==> src/rtl/cnu_pkg.sv <==
// Shared definitions for the check-node-unit controller: FSM encoding and the
// cnu pipeline latency that the controller's delay line must track.
package cnu_pkg;

  localparam int LAT_DEFAULT = 2;

  typedef enum logic [2:0] {
    S_IDLE,
    S_RUN,
    S_DRAIN,
    S_CHECK,
    S_DONE
  } state_t;

endpackage

==> src/rtl/cnu_ctrl_pipe.sv <==
// Valid+address delay line mirroring the cnu datapath; shifts only when enabled
// so a stall freezes every in-flight row in place.
module cnu_ctrl_pipe #(
  parameter int depth = 3,
  parameter int ROW_W = 6
) (
  input  logic             clk,
  input  logic             rst,
  input  logic             en,
  input  logic             in_valid,
  input  logic [ROW_W-1:0] in_addr,
  output logic             out_valid,
  output logic [ROW_W-1:0] out_addr
);

  logic [depth-1:0] r_valid;
  logic [ROW_W-1:0] r_addr [depth];

  always_ff @(posedge clk or posedge rst) begin
    if (rst) begin
      r_valid <= '0;
      for (int i = 0; i < depth; i++) begin
        r_addr[i] <= '0;
      end
    end else if (en) begin
      r_valid[0] <= in_valid;
      r_addr[0]  <= in_addr;
      for (int i = 1; i < depth; i++) begin
        r_valid[i] <= r_valid[i-1];
        r_addr[i]  <= r_addr[i-1];
      end
    end
  end

  assign out_valid = r_valid[depth-1];
  assign out_addr  = r_addr[depth-1];

endmodule

==> src/rtl/cnu_ctrl.sv <==
// Iteration controller for the check-node unit: sequences row reads, tracks the
// pipelined write-back, and decides convergence or iteration limit.
module cnu_ctrl
  import cnu_pkg::*;
#(
  parameter int ROWS     = 64,
  parameter int ROW_W    = 6,
  parameter int MAX_ITER = 10,
  parameter int ITER_W   = 4,
  parameter int LAT      = LAT_DEFAULT
) (
  input  logic              clk,
  input  logic              rst,
  input  logic              start,
  input  logic              stall,
  input  logic              syn_ok,
  output logic              rd_en,
  output logic [ROW_W-1:0]  rd_addr,
  output logic              cnu_en,
  output logic              wr_en,
  output logic [ROW_W-1:0]  wr_addr,
  output logic [ITER_W-1:0] iter,
  output logic              busy,
  output logic              done,
  output logic              converged
);

  localparam int DRAIN_W = $clog2(LAT + 1) + 1;

  state_t              r_state;
  logic [ROW_W-1:0]    r_rdPtr;
  logic [ITER_W-1:0]   r_iter;
  logic                r_converged;
  logic [DRAIN_W-1:0]  r_drainCnt;

  logic                w_rdEn;
  logic                w_cnuEn;
  logic                w_outValid;
  logic [ROW_W-1:0]    w_outAddr;

  assign w_rdEn  = (r_state == S_RUN) && !stall;
  assign w_cnuEn = ((r_state == S_RUN) || (r_state == S_DRAIN)) && !stall;

  cnu_ctrl_pipe #(
    .depth (LAT + 1),
    .ROW_W (ROW_W)
  ) u_pipe (
    .clk       (clk),
    .rst       (rst),
    .en        (w_cnuEn),
    .in_valid  (w_rdEn),
    .in_addr   (r_rdPtr),
    .out_valid (w_outValid),
    .out_addr  (w_outAddr)
  );

  // The last row leaves the delay line LAT+1 enabled cycles after issue, so
  // counting enabled DRAIN cycles tells us when the line is empty.
  always_ff @(posedge clk or posedge rst) begin
    if (rst) begin
      r_state     <= S_IDLE;
      r_rdPtr     <= '0;
      r_iter      <= '0;
      r_converged <= 1'b0;
      r_drainCnt  <= '0;
    end else begin
      case (r_state)
        S_IDLE: begin
          if (start) begin
            r_state     <= S_RUN;
            r_rdPtr     <= '0;
            r_iter      <= '0;
            r_converged <= 1'b0;
            r_drainCnt  <= '0;
          end
        end
        S_RUN: begin
          if (!stall) begin
            r_rdPtr <= r_rdPtr + ROW_W'(1);
            if (r_rdPtr == ROW_W'(ROWS - 1)) begin
              r_state    <= S_DRAIN;
              r_drainCnt <= '0;
            end
          end
        end
        S_DRAIN: begin
          if (!stall) begin
            if (r_drainCnt == DRAIN_W'(LAT)) begin
              r_state <= S_CHECK;
            end else begin
              r_drainCnt <= r_drainCnt + DRAIN_W'(1);
            end
          end
        end
        S_CHECK: begin
          if (syn_ok) begin
            r_converged <= 1'b1;
            r_state     <= S_DONE;
          end else if (r_iter == ITER_W'(MAX_ITER - 1)) begin
            r_state <= S_DONE;
          end else begin
            r_iter  <= r_iter + ITER_W'(1);
            r_rdPtr <= '0;
            r_state <= S_RUN;
          end
        end
        S_DONE: begin
          r_state <= S_IDLE;
        end
        default: begin
          r_state <= S_IDLE;
        end
      endcase
    end
  end

  assign rd_en     = w_rdEn;
  assign rd_addr   = r_rdPtr;
  assign cnu_en    = w_cnuEn;
  assign wr_en     = w_outValid && !stall;
  assign wr_addr   = w_outAddr;
  assign iter      = r_iter;
  assign busy      = (r_state != S_IDLE);
  assign done      = (r_state == S_DONE);
  assign converged = r_converged;

endmodule

==> config.mk <==
export PLATFORM = sky130hd
export DESIGN_NAME = cnu_ctrl
export DESIGN_NICKNAME = d
export VERILOG_FILES = /design/src/rtl/cnu_pkg.sv /design/src/rtl/cnu_ctrl_pipe.sv /design/src/rtl/cnu_ctrl.sv
export SDC_FILE = /design/constraint.sdc
export NUM_CORES = 1
export LEC_CHECK = 0
export BUFFER_PORTS_ARGS = -buffer_cell sky130_fd_sc_hd__clkbuf_2
export CAP_MARGIN = 5
export CORE_ASPECT_RATIO = 0.9
export CORE_UTILIZATION = 51
export CTS_CLUSTER_SIZE = 10
export DETAILED_ROUTE_END_ITERATION = 6
export PLACE_DENSITY = 0.75
export RECOVER_POWER = 100
export SYNTH_ARGS = -nofsm -noshare
export SYNTH_HDL_FRONTEND = slang
export SYNTH_SLANG_ARGS = --single-unit
==> constraint.sdc <==
create_clock -name clk -period 1.6 [get_ports clk]
set_input_delay 0.08 -clock clk [delete_from_list [all_inputs] [get_ports clk]]
set_output_delay 0.08 -clock clk [all_outputs]
set_load 0.01 [all_outputs]
==> results.py, run 1 <==
metrics = {
    "timing": {
        "whs_ns": 0.0787,
        "maxSlewHeadroom_pct": 35.1,
        "finalSetupTns_ns": -0.911,
        "setup_slack_ns": -0.0705,
        "fin_worst_skew_ns": 0.00813,
        "max_freq_mhz": 599,
        "period_needed_ns": 1.67,
        "fin_crit_sh_pct": 104,
        "hold_violations": 0,
        "setup_viol_count_final": 20,
        "tightest_slew_ns": 0.974,
        "rsz0062_at_grt": "yes",
        "drv_slew": 0,
    },
    "run_status": {
        "violations": "setup timing",
        "status": "complete, but fails checks",
    },
    "floorplanning": {
        "die_width_um": 66.5,
        "die_y_um": 60.0,
        "pin_count": 27,
        "start_util_pct": 54.9,
        "fp.coreArea_um2": 3480,
        "die_area_um2": 3990,
        "placement_rows": 20,
    },
    "grt": {
        "antenna_found_initial": 0,
        "grt_use_total_pct": 24.7,
        "grt_max_degree": 39,
        "overflow": 0,
        "grt_pass1_wl_mm": 7.01,
        "grt_pass1_vias": 1441,
    },
    "critical_path": {
        "crit_arrival_ns": 1.86,
        "critPathMaxFanout": 12,
        "slowest_delay_ns": 0.45,
        "cp_slowest_cell": "dfrtp_2",
        "path_cells": "xnor2_1 -> or3_4 -> bufbuf_16 -> mux2_4",
        "required_ns": 1.79,
        "startpoint_type": "register",
        "path_class": "register to register",
        "end_kind": "register",
        "critical_path_buf_inv_count": 1,
        "cp_top_family": "flip-flops",
    },
    "power_and_ir_drop": {
        "ir_worst_vdd_mv": 1.34,
        "power.density_nw_per_um2": 1730,
        "p_leak_uw": 0.00122,
    },
    "finish": {
        "areaGrowthSynthToFinish_pct": 34.5,
        "drive_above_1_share_pct": 38.5,
        "nFillCells": 216,
        "antenna_cells": 0,
        "fin_nets": 235,
        "mostFrequentLayoutCells": "dfrtp_1 (35), buf_4 (22), clkbuf_1 (17)",
        "final_common_cell": "dfrtp_1",
        "final_area_um2": 2570,
        "fin_util_pct": 73.8,
    },
    "logic_synthesis": {
        "synth_cells": 167,
        "synth_flop_cell": "dfrtp_1",
        "syn_avg_cell_area_um2": 11.4,
        "ys_warn_count": 0,
        "synthTopCellsByArea": "dfrtp_1 (50%), mux2_4 (11%), ha_1 (3.3%), mux2_1 (3.0%), buf_4 (2.4%)",
        "netlist_area_um2": 1910,
        "synth_adder_area_share_pct": 3.28,
        "synthXorXnorAreaFrac_pct": 0.459,
        "synth-compound-area-share_pct": 10.7,
        "synth_fp_nets": 177,
        "synthArstFlopShare_pct": 100,
        "synthMuxAreaShare_pct": 14.5,
        "synth-simple-area-share_pct": 14.6,
        "ys_ff_latch": 38,
        "yosysTopAreaCell": "dfrtp_1",
        "yosys.area.top_type_share_pct": 49.8,
        "synth_top_family_by_area": "simple AND/OR/NAND/NOR gates",
        "synth_edf_count": 0,
        "yosysSeqAreaShare_pct": 49.8,
        "yosysUniqueCellTypes": 38,
    },
    "place": {
        "placed_area_um2": 2230,
        "pre_cts_slack_ns": -0.0523,
        "port_buffers": 26,
        "dp_hpwl_mm": 2.74,
        "gp_congestion": 0.824,
    },
    "drt": {
        "routedWlPerCell_um": 17.5,
        "drt_wl_total_mm": 4.73,
        "vias": 1510,
        "drc_errors": 0,
        "postRouteAntennaNets": 0,
        "drt_iter0_markers": 113,
        "dr.pass1.iters": 4,
        "viasPerCell": 5.59,
    },
    "cts": {
        "clk-insertion-delay-late_ns": 0.30,
        "clk_path_buf_depth": 2,
        "clockRootBuffer": "clkbuf_8",
        "tritoncts.num_buffers": 5,
        "cts_max_level": 2,
        "cts_tree": "yes",
        "cts_sinks": 38,
        "clk_pin_slew_ns": 0.08,
    },
    "worst_hold_path": {
        "hold_path.class": "input port to register",
    },
    "run": {
        "cap_viol_max_count": 0,
    },
}
## registers in the layout, indices dropped and copies added (netlist names)
name             count
u_pipe.r_addr       12
rd_addr              6
u_pipe.out_addr      6
iter                 4
r_drainCnt           3
r_state              3
u_pipe.r_valid       3
converged            1
## through the flow
stage               std cells  total power (uW)
floorplan                 167              2830
global placement          245              3320
detailed placement        245              3430
CTS                       267              4380
global route              270              4660
finish                    270              4430
## synth_stat cells, types with 2 or more instances
cell	n
dfrtp_1	38
mux2_4	14
nand2_1	10
inv_1	9
a21oi_1	8
nor2_1	8
buf_4	6
nand3_1	6
nor2b_1	6
a31oi_1	5
ha_1	5
mux2_1	5
o21ai_0	5
or3_1	4
a21o_1	3
a41oi_1	3
buf_2	3
clkbuf_1	3
nand2b_1	3
buf_6	2
nand3b_1	2
nor3_1	2
o21ai_1	2
## metal layers
layer  share of wire [%]  global-route usage [%]  vias to the layer above  wire, um
met5                   0                       0                        -         0
met4                0.80                    8.51                        0        38
met3                 4.0                    6.11                        4       188
met2                  51                    41.4                       49      2410
met1                  44                    31.4                      758      2090
li1                    -                       -                      699         -
## layout make-up
class                      instances  area [um^2]  share of cell area (%)
multi-input combinational        106          901                    35.1
clock buffer                       6         82.6                    3.22
sequential                        38          955                    37.2
clock inverter                     2         12.5                   0.488
timing repair buffer              65          527                    20.5
tap                               44         55.1                    2.15
inverter                           9         33.8                    1.32
## report_power, final
part | total, uW | switching, uW | internal (uW) | leakage (uW)
clock network | 699 | 353 | 346 | 0.0000472
registers | 1640 | 264 | 1370 | 0.000455
logic | 2090 | 952 | 1140 | 0.000718
total | 4430 | 1570 | 2860 | 0.00122
## worst reg2reg max path, delay by kind of cell (launching register included)
| family | cells | cell delay [ns] |
|---|---|---|
| buf+inv | 1 | 0.30 |
| flops | 1 | 0.45 |
| xor+xnor | 1 | 0.13 |
| simple gates | 1 | 0.37 |
| mux | 1 | 0.30 |
## kinds of logic after synthesis
family	count (synthesis)
compound gates	31
xor+xnor	1
mux	20
flops	38
buf+inv	23
fa+ha+maj	5
simple gates	49
## path summary, 6_finish.rpt
check                                   from                 end  slack, ns  cells after the start
hold / removal                        syn_ok          r_state[2]       0.08                      3
setup reg to reg                  r_state[1]  u_pipe.out_addr[3]      -0.07                      4
setup / recovery                  r_state[1]  u_pipe.out_addr[3]      -0.07                      4
hold reg to reg            u_pipe.r_addr[14]   u_pipe.r_addr[14]       0.51                      2
min in group asynchronous                rst   u_pipe.r_addr[16]       0.61                      4
max in group asynchronous                rst          r_state[2]       0.32                      4
## repair_timing
action | CTS | global route
pin swaps | 1 | 3
endpoints found under the hold margin | 38 | 0
gates resized for setup | 8 | 19
hold buffers | 1 | 0
setup buffers | 11 | 3
cloned | 2 | 0
endpoints found under the setup margin | 11 | 31
No activity file was read; power rests on OpenSTA's default activity.
==> run 2, diff against run 1 <==
--- a/config.mk
+++ b/config.mk
@@ -5,13 +5,13 @@
 export SDC_FILE = /design/constraint.sdc
 export NUM_CORES = 1
 export LEC_CHECK = 0
-export BUFFER_PORTS_ARGS = -buffer_cell sky130_fd_sc_hd__clkbuf_2
 export CAP_MARGIN = 5
 export CORE_ASPECT_RATIO = 0.9
-export CORE_UTILIZATION = 51
+export CORE_UTILIZATION = 56
 export CTS_CLUSTER_SIZE = 10
 export DETAILED_ROUTE_END_ITERATION = 6
-export PLACE_DENSITY = 0.75
+export DONT_BUFFER_PORTS = 1
+export PLACE_DENSITY = 0.74
 export RECOVER_POWER = 100
 export SYNTH_ARGS = -nofsm -noshare
 export SYNTH_HDL_FRONTEND = slang
==> run 2 against run 1 <==
  * Hold slack got worse by 0.066 ns
  * Total power fell by 6.5%
  * Utilization fell by 0.33 points
  * Count of clock-buffer cells in the layout fell by 1
  * Sequential share of layout area rose by 4.1 points
  * Fmax fell by 2.0%
  * Cell count fell by 14%
  * Highest routed layer unchanged
  * Critical path depth rose by 1
  * Via count fell by 10%
  * Clock power rose by 14%
  * Global-route usage fell by 1.3 points
  * The run still ends with setup timing left
  * Wire length fell by 15%
==> results.py, run 2 (synthesized netlist as in run 1, its figures left out) <==
metrics = {
    "finish": {
        "drive_above_1_share_pct": 31.9,
        "multi_input_area_um2": 891,
        "fin_nets": 200,
        "mostFrequentLayoutCells": "dfrtp_1 (37), buf_4 (17), mux2_4 (15)",
        "antenna_cells": 0,
        "seq_area_um2": 952,
        "nFillCells": 230,
        "final_common_cell": "dfrtp_1",
        "regMostFlops": "u_pipe.r_addr",
        "largest_register_ffs": 12,
        "fin_util_pct": 73.4,
        "areaGrowthSynthToFinish_pct": 20.8,
    },
    "drt": {
        "routedWlPerCell_um": 17.3,
        "vias": 1354,
        "drt_iter0_markers": 37,
        "drt_wl_total_mm": 4.02,
        "drc_errors": 0,
        "viasPerCell": 5.81,
        "dr.pass1.iters": 4,
        "postRouteAntennaNets": 0,
    },
    "timing": {
        "setup_viol_count_final": 3,
        "setup_slack_ns": -0.105,
        "period_needed_ns": 1.71,
        "drv_slew": 0,
        "rsz0062_at_grt": "yes",
        "maxSlewHeadroom_pct": 56.8,
        "max_freq_mhz": 586,
        "fin_crit_sh_pct": 107,
        "fin_worst_skew_ns": 0.00711,
        "hold_violations": 0,
        "finalSetupTns_ns": -0.184,
        "tightest_slew_ns": 0.648,
        "whs_ns": 0.0124,
    },
    "critical_path": {
        "path_cells": "ha_2 -> nand4_1 -> or4_4 -> o2bb2ai_4 -> mux2_4",
        "critical_path_buf_inv_count": 0,
        "cp-startpoint": "rd_addr[1]",
        "cp_slowest_cell": "or4_4",
        "cp_num_cells": 5,
        "slowest_delay_ns": 0.45,
        "path_class": "register to register",
        "ff2ff_path_depth": 5,
        "cp_top_family": "simple AND/OR/NAND/NOR gates",
        "crit_arrival_ns": 1.89,
        "startpoint_type": "register",
        "critPathMaxFanout": 2,
        "required_ns": 1.78,
        "reg2reg_from": "rd_addr[1]",
        "end_kind": "register",
    },
    "grt": {
        "grt_use_met1_pct": 29.6,
        "overflow": 0,
        "grt_pass1_vias": 1301,
        "grt_max_degree": 28,
        "grt_use_met2_pct": 37.5,
        "grt.busiest_layer": "met2",
        "antenna_found_initial": 0,
        "grt_use_total_pct": 23.4,
        "grtUsageMet3_pct": 7.20,
        "grt_pass1_wl_mm": 6.31,
    },
    "run_status": {
        "status": "complete, but fails checks",
        "violations": "setup timing",
    },
    "cts": {
        "clk_path_buf_depth": 2,
        "cts_sinks": 38,
        "tritoncts.num_buffers": 5,
        "cts_max_level": 2,
        "clk-insertion-delay-late_ns": 0.29,
        "clk_pin_slew_ns": 0.08,
        "cts_tree": "yes",
        "clockRootBuffer": "clkbuf_8",
    },
    "place": {
        "pre_cts_slack_ns": -0.0698,
        "dp_hpwl_mm": 2.55,
        "port_buffers": 0,
        "gp_congestion": 0.854,
    },
    "power_and_ir_drop": {
        "p_total_uw": 4140,
        "ir_worst_vdd_mv": 1.06,
        "p_leak_uw": 0.00108,
        "power.density_nw_per_um2": 1800,
    },
    "run": {
        "cap_viol_max_count": 0,
    },
    "worst_hold_path": {
        "whs_path_depth": 3,
        "hold_path.class": "input port to register",
        "hp-start": "stall",
    },
    "floorplanning": {
        "die_y_um": 57.4,
        "start_util_pct": 60.8,
        "pin_count": 27,
        "die_area_um2": 3650,
        "fp.coreArea_um2": 3140,
        "die_width_um": 63.5,
        "placement_rows": 19,
    },
}
[run 2: cell types whose count changed in the layout (fill, tap and decap cells not counted), sizes merged]
cell	before	now
buf	34	21
bufbuf	2	0
bufinv	0	1
clkbuf	34	12
clkinv	1	2
clkinvlp	1	0
dlygate4sd3	1	2
[run 2: worst reg2reg max path, stage by stage (launching register included)]
cell	delay [ns]
dfrtp_1	0.36
ha_2	0.21
nand4_1	0.11
or4_4	0.45
o2bb2ai_4	0.16
mux2_4	0.31
[run 2: final timing paths]
check,to,slack (ns)
setup / recovery,r_drainCnt[1],-0.11
hold / removal,rd_addr[3],0.01
setup reg to reg,r_drainCnt[1],-0.11
hold reg to reg,u_pipe.r_valid[0],0.48
max in group asynchronous,u_pipe.r_addr[6],0.35
min in group asynchronous,r_drainCnt[2],0.25
[run 2: report_power, final]
part	internal, uW	switching (uW)	total (uW)
Sequential	1370	310	1680
Clock	459	335	794
Combinational	891	773	1660
[run 2: metrics by stage]
stage | std cells | area, um^2
floorplan | 167 | 1930
global placement | 220 | 2110
detailed placement | 220 | 2110
CTS | 232 | 2290
global route | 233 | 2300
finish | 233 | 2300
[run 2: layout make-up]
cell class	count	share of cell area [%]
Tap cell	42	2.28
Timing Repair Buffer	30	11.6
Clock inverter	3	1.74
Sequential cell	38	41.3
Clock buffer	5	2.99
Inverter	9	1.47
Multi-Input combinational cell	106	38.7
[run 2: layer usage]
| layer | vias up | share of wire [%] |
|---|---|---|
| met2 | 32 | 50 |
| li1 | 626 | - |
| met1 | 687 | 44 |
| met4 | 0 | 2.0 |
| met5 | - | 0 |
| met3 | 9 | 4.6 |
[run 2: what timing repair did]
item | in CTS | in global routing
hold buffers | 2 | 0
endpoints found under the hold margin | 13 | 0
buffers inserted | 1 | 0
pin swaps | 0 | 3
setup endpoints to repair | 11 | 17
gates cloned | 1 | 1
gates resized for setup | 6 | 8
==> run 3, diff against run 2 <==
==> constraint.sdc (replaced) <==
create_clock -name clk -period 1.6 [get_ports clk]
set_input_delay 0.08 -clock clk [delete_from_list [all_inputs] [get_ports clk]]
set_output_delay 0.08 -clock clk [all_outputs]
set_load 0.02 [all_outputs]
==> run 3 against run 2 <==
  * Highest routed layer unchanged
  * Cell count up 6.0%
  * Final area up 10%
  * Largest cell class is now multi-input gates
  * Fmax down 1.8%
  * First-iteration DRC count rose to 2.7 times the previous value
  * Clock skew down 0.0016 ns
  * Global-route usage up 2.1 points
  * Critical path depth down 1
  * Combinational power up 29%
  * Largest power group is now combinational cells
  * Clock power down 15%
  * The run still ends with setup timing left
  * Count of clock-buffer cells in the layout up 2
  * Wire length up 15%
==> results.py, run 3 (synthesized netlist as in run 1, its figures left out) <==
metrics = {
    "run_status": {
        "status": "complete, but fails checks",
        "violations": "setup timing",
    },
    "timing": {
        "max_freq_mhz": 576,
        "period_needed_ns": 1.74,
        "fin_worst_skew_ns": 0.00554,
        "rsz0062_at_grt": "yes",
        "hold_violations": 0,
        "setup_viol_count_final": 29,
        "maxSlewHeadroom_pct": 53.3,
        "drv_slew": 0,
        "setup_slack_ns": -0.137,
        "finalSetupTns_ns": -2.27,
        "tightest_slew_ns": 0.701,
        "fin_crit_sh_pct": 109,
    },
    "drt": {
        "viasPerCell": 5.87,
        "drt_iter0_markers": 100,
        "drc_errors": 0,
        "vias": 1451,
        "routedWlPerCell_um": 18.7,
        "dr.pass1.iters": 4,
        "postRouteAntennaNets": 0,
        "drt_wl_total_mm": 4.63,
    },
    "finish": {
        "nFillCells": 180,
        "final_common_cell": "dfrtp_1",
        "finalNonFillerCells": 247,
        "largest_register_ffs": 12,
        "drive_above_1_share_pct": 45.4,
        "fin_nets": 214,
        "regMostFlops": "u_pipe.r_addr",
        "mostFrequentLayoutCells": "dfrtp_1 (32), buf_4 (27), mux2_4 (19)",
        "areaGrowthSynthToFinish_pct": 33.4,
        "antenna_cells": 0,
    },
    "place": {
        "dp_hpwl_mm": 2.55,
        "gp_congestion": 0.852,
        "dp_cells": 222,
        "port_buffers": 0,
    },
    "critical_path": {
        "ff2ff_path_depth": 4,
        "reg2reg_from": "r_state[1]",
        "startpoint_type": "register",
        "crit_arrival_ns": 1.91,
        "required_ns": 1.77,
        "reg2reg_slack_ns": -0.14,
        "path_class": "register to register",
        "critPathMaxFanout": 3,
        "end_kind": "register",
        "timing.rr.end": "r_drainCnt[1]",
    },
    "grt": {
        "grt_use_total_pct": 25.5,
        "grt_use_met1_pct": 30.3,
        "grt_pass1_vias": 1479,
        "grt_max_degree": 30,
        "grt.busiest_layer": "met2",
        "overflow": 0,
        "grt_pass1_wl_mm": 6.93,
        "antenna_found_initial": 0,
        "grtUsageMet3_pct": 6.60,
        "grt_use_met2_pct": 43.6,
    },
    "cts": {
        "clk_path_buf_depth": 2,
        "cts_sinks": 38,
        "cts_max_level": 2,
        "tritoncts.num_buffers": 5,
        "clk_pin_slew_ns": 0.07,
        "cts_tree": "yes",
        "clockRootBuffer": "clkbuf_8",
        "clk-insertion-delay-late_ns": 0.28,
    },
    "floorplanning": {
        "die_width_um": 63.5,
        "start_util_pct": 60.8,
        "pin_count": 27,
        "die_area_um2": 3650,
        "fp.coreArea_um2": 3140,
        "die_y_um": 57.4,
        "placement_rows": 19,
    },
    "worst_hold_path": {
        "hold_path.class": "input port to register",
        "hp-start": "stall",
        "min_to": "rd_addr[3]",
        "whs_path_depth": 3,
    },
    "run": {
        "cap_viol_max_count": 0,
    },
    "power_and_ir_drop": {
        "p_total_uw": 4600,
        "p_leak_uw": 0.00119,
        "power.density_nw_per_um2": 1810,
        "ir_worst_vdd_mv": 1.44,
    },
}
## run 3: worst max-delay path by stage
stage,slack [ns],end,from
after floorplan,-0.15,r_drainCnt[1],rd_addr[0]
after global placement,-0.04,r_drainCnt[1],rd_addr[1]
after detailed placement,-0.11,rd_addr[1],r_state[1]
after CTS,-0.06,r_drainCnt[1],rd_addr[1]
after global routing,-0.17,u_pipe.out_addr[0],r_state[1]
final,-0.14,r_drainCnt[1],r_state[1]
## run 3: final cells by class
| cell class | count | area (um^2) | area share, % |
|---|---|---|---|
| inverters | 9 | 36.3 | 1.43 |
| flip-flops and latches | 38 | 958 | 37.6 |
| repair buffers | 44 | 419 | 16.5 |
| multi-input cells | 106 | 988 | 38.8 |
| clock buffers | 7 | 86.3 | 3.39 |
| clock inverters | 1 | 5.00 | 0.197 |
| well taps | 42 | 52.6 | 2.06 |
## run 3: worst max-delay path, stage by stage (launching register included)
cell and delay [ns]:
dfrtp_1 0.41, buf_4 0.15, or4_4 0.57, o2bb2ai_4 0.17
mux2_4 0.32
## run 3: timing repair
action | in CTS | in global routing
setup buffers | 4 | 9
setup endpoints to repair | 12 | 30
pin swaps | 1 | 15
cloned | 1 | 1
gates resized for setup | 12 | 25
endpoints found under the hold margin | 11 | 0
hold buffers | 2 | 0
## run 3: power by group
group | internal, uW | total [uW] | switching, uW
logic | 1140 | 2140 | 1000
clock network | 348 | 672 | 324
registers | 1380 | 1790 | 404
total | 2870 | 4600 | 1730
## run 3: through the flow
step	setup WS (ns)	cell area, um^2	hold WS (ns)	util (%)
after floorplan	-0.149	1950	0.238	-
after global placement	-0.0395	2140	-0.0299	68.1
after detailed placement	-0.110	2140	-0.0161	68.1
after CTS	-0.0584	2370	0.00281	75.7
after global routing	-0.170	2550	0.0345	81.1
final	-0.137	2550	0.0156	81.1
## run 3: metal layers
layer  vias to the layer above  wire (um)
li1                        656          -
met1                       727       1980
met2                        56       2300
met3                        12        270
met4                         0         82
met5                         -          0
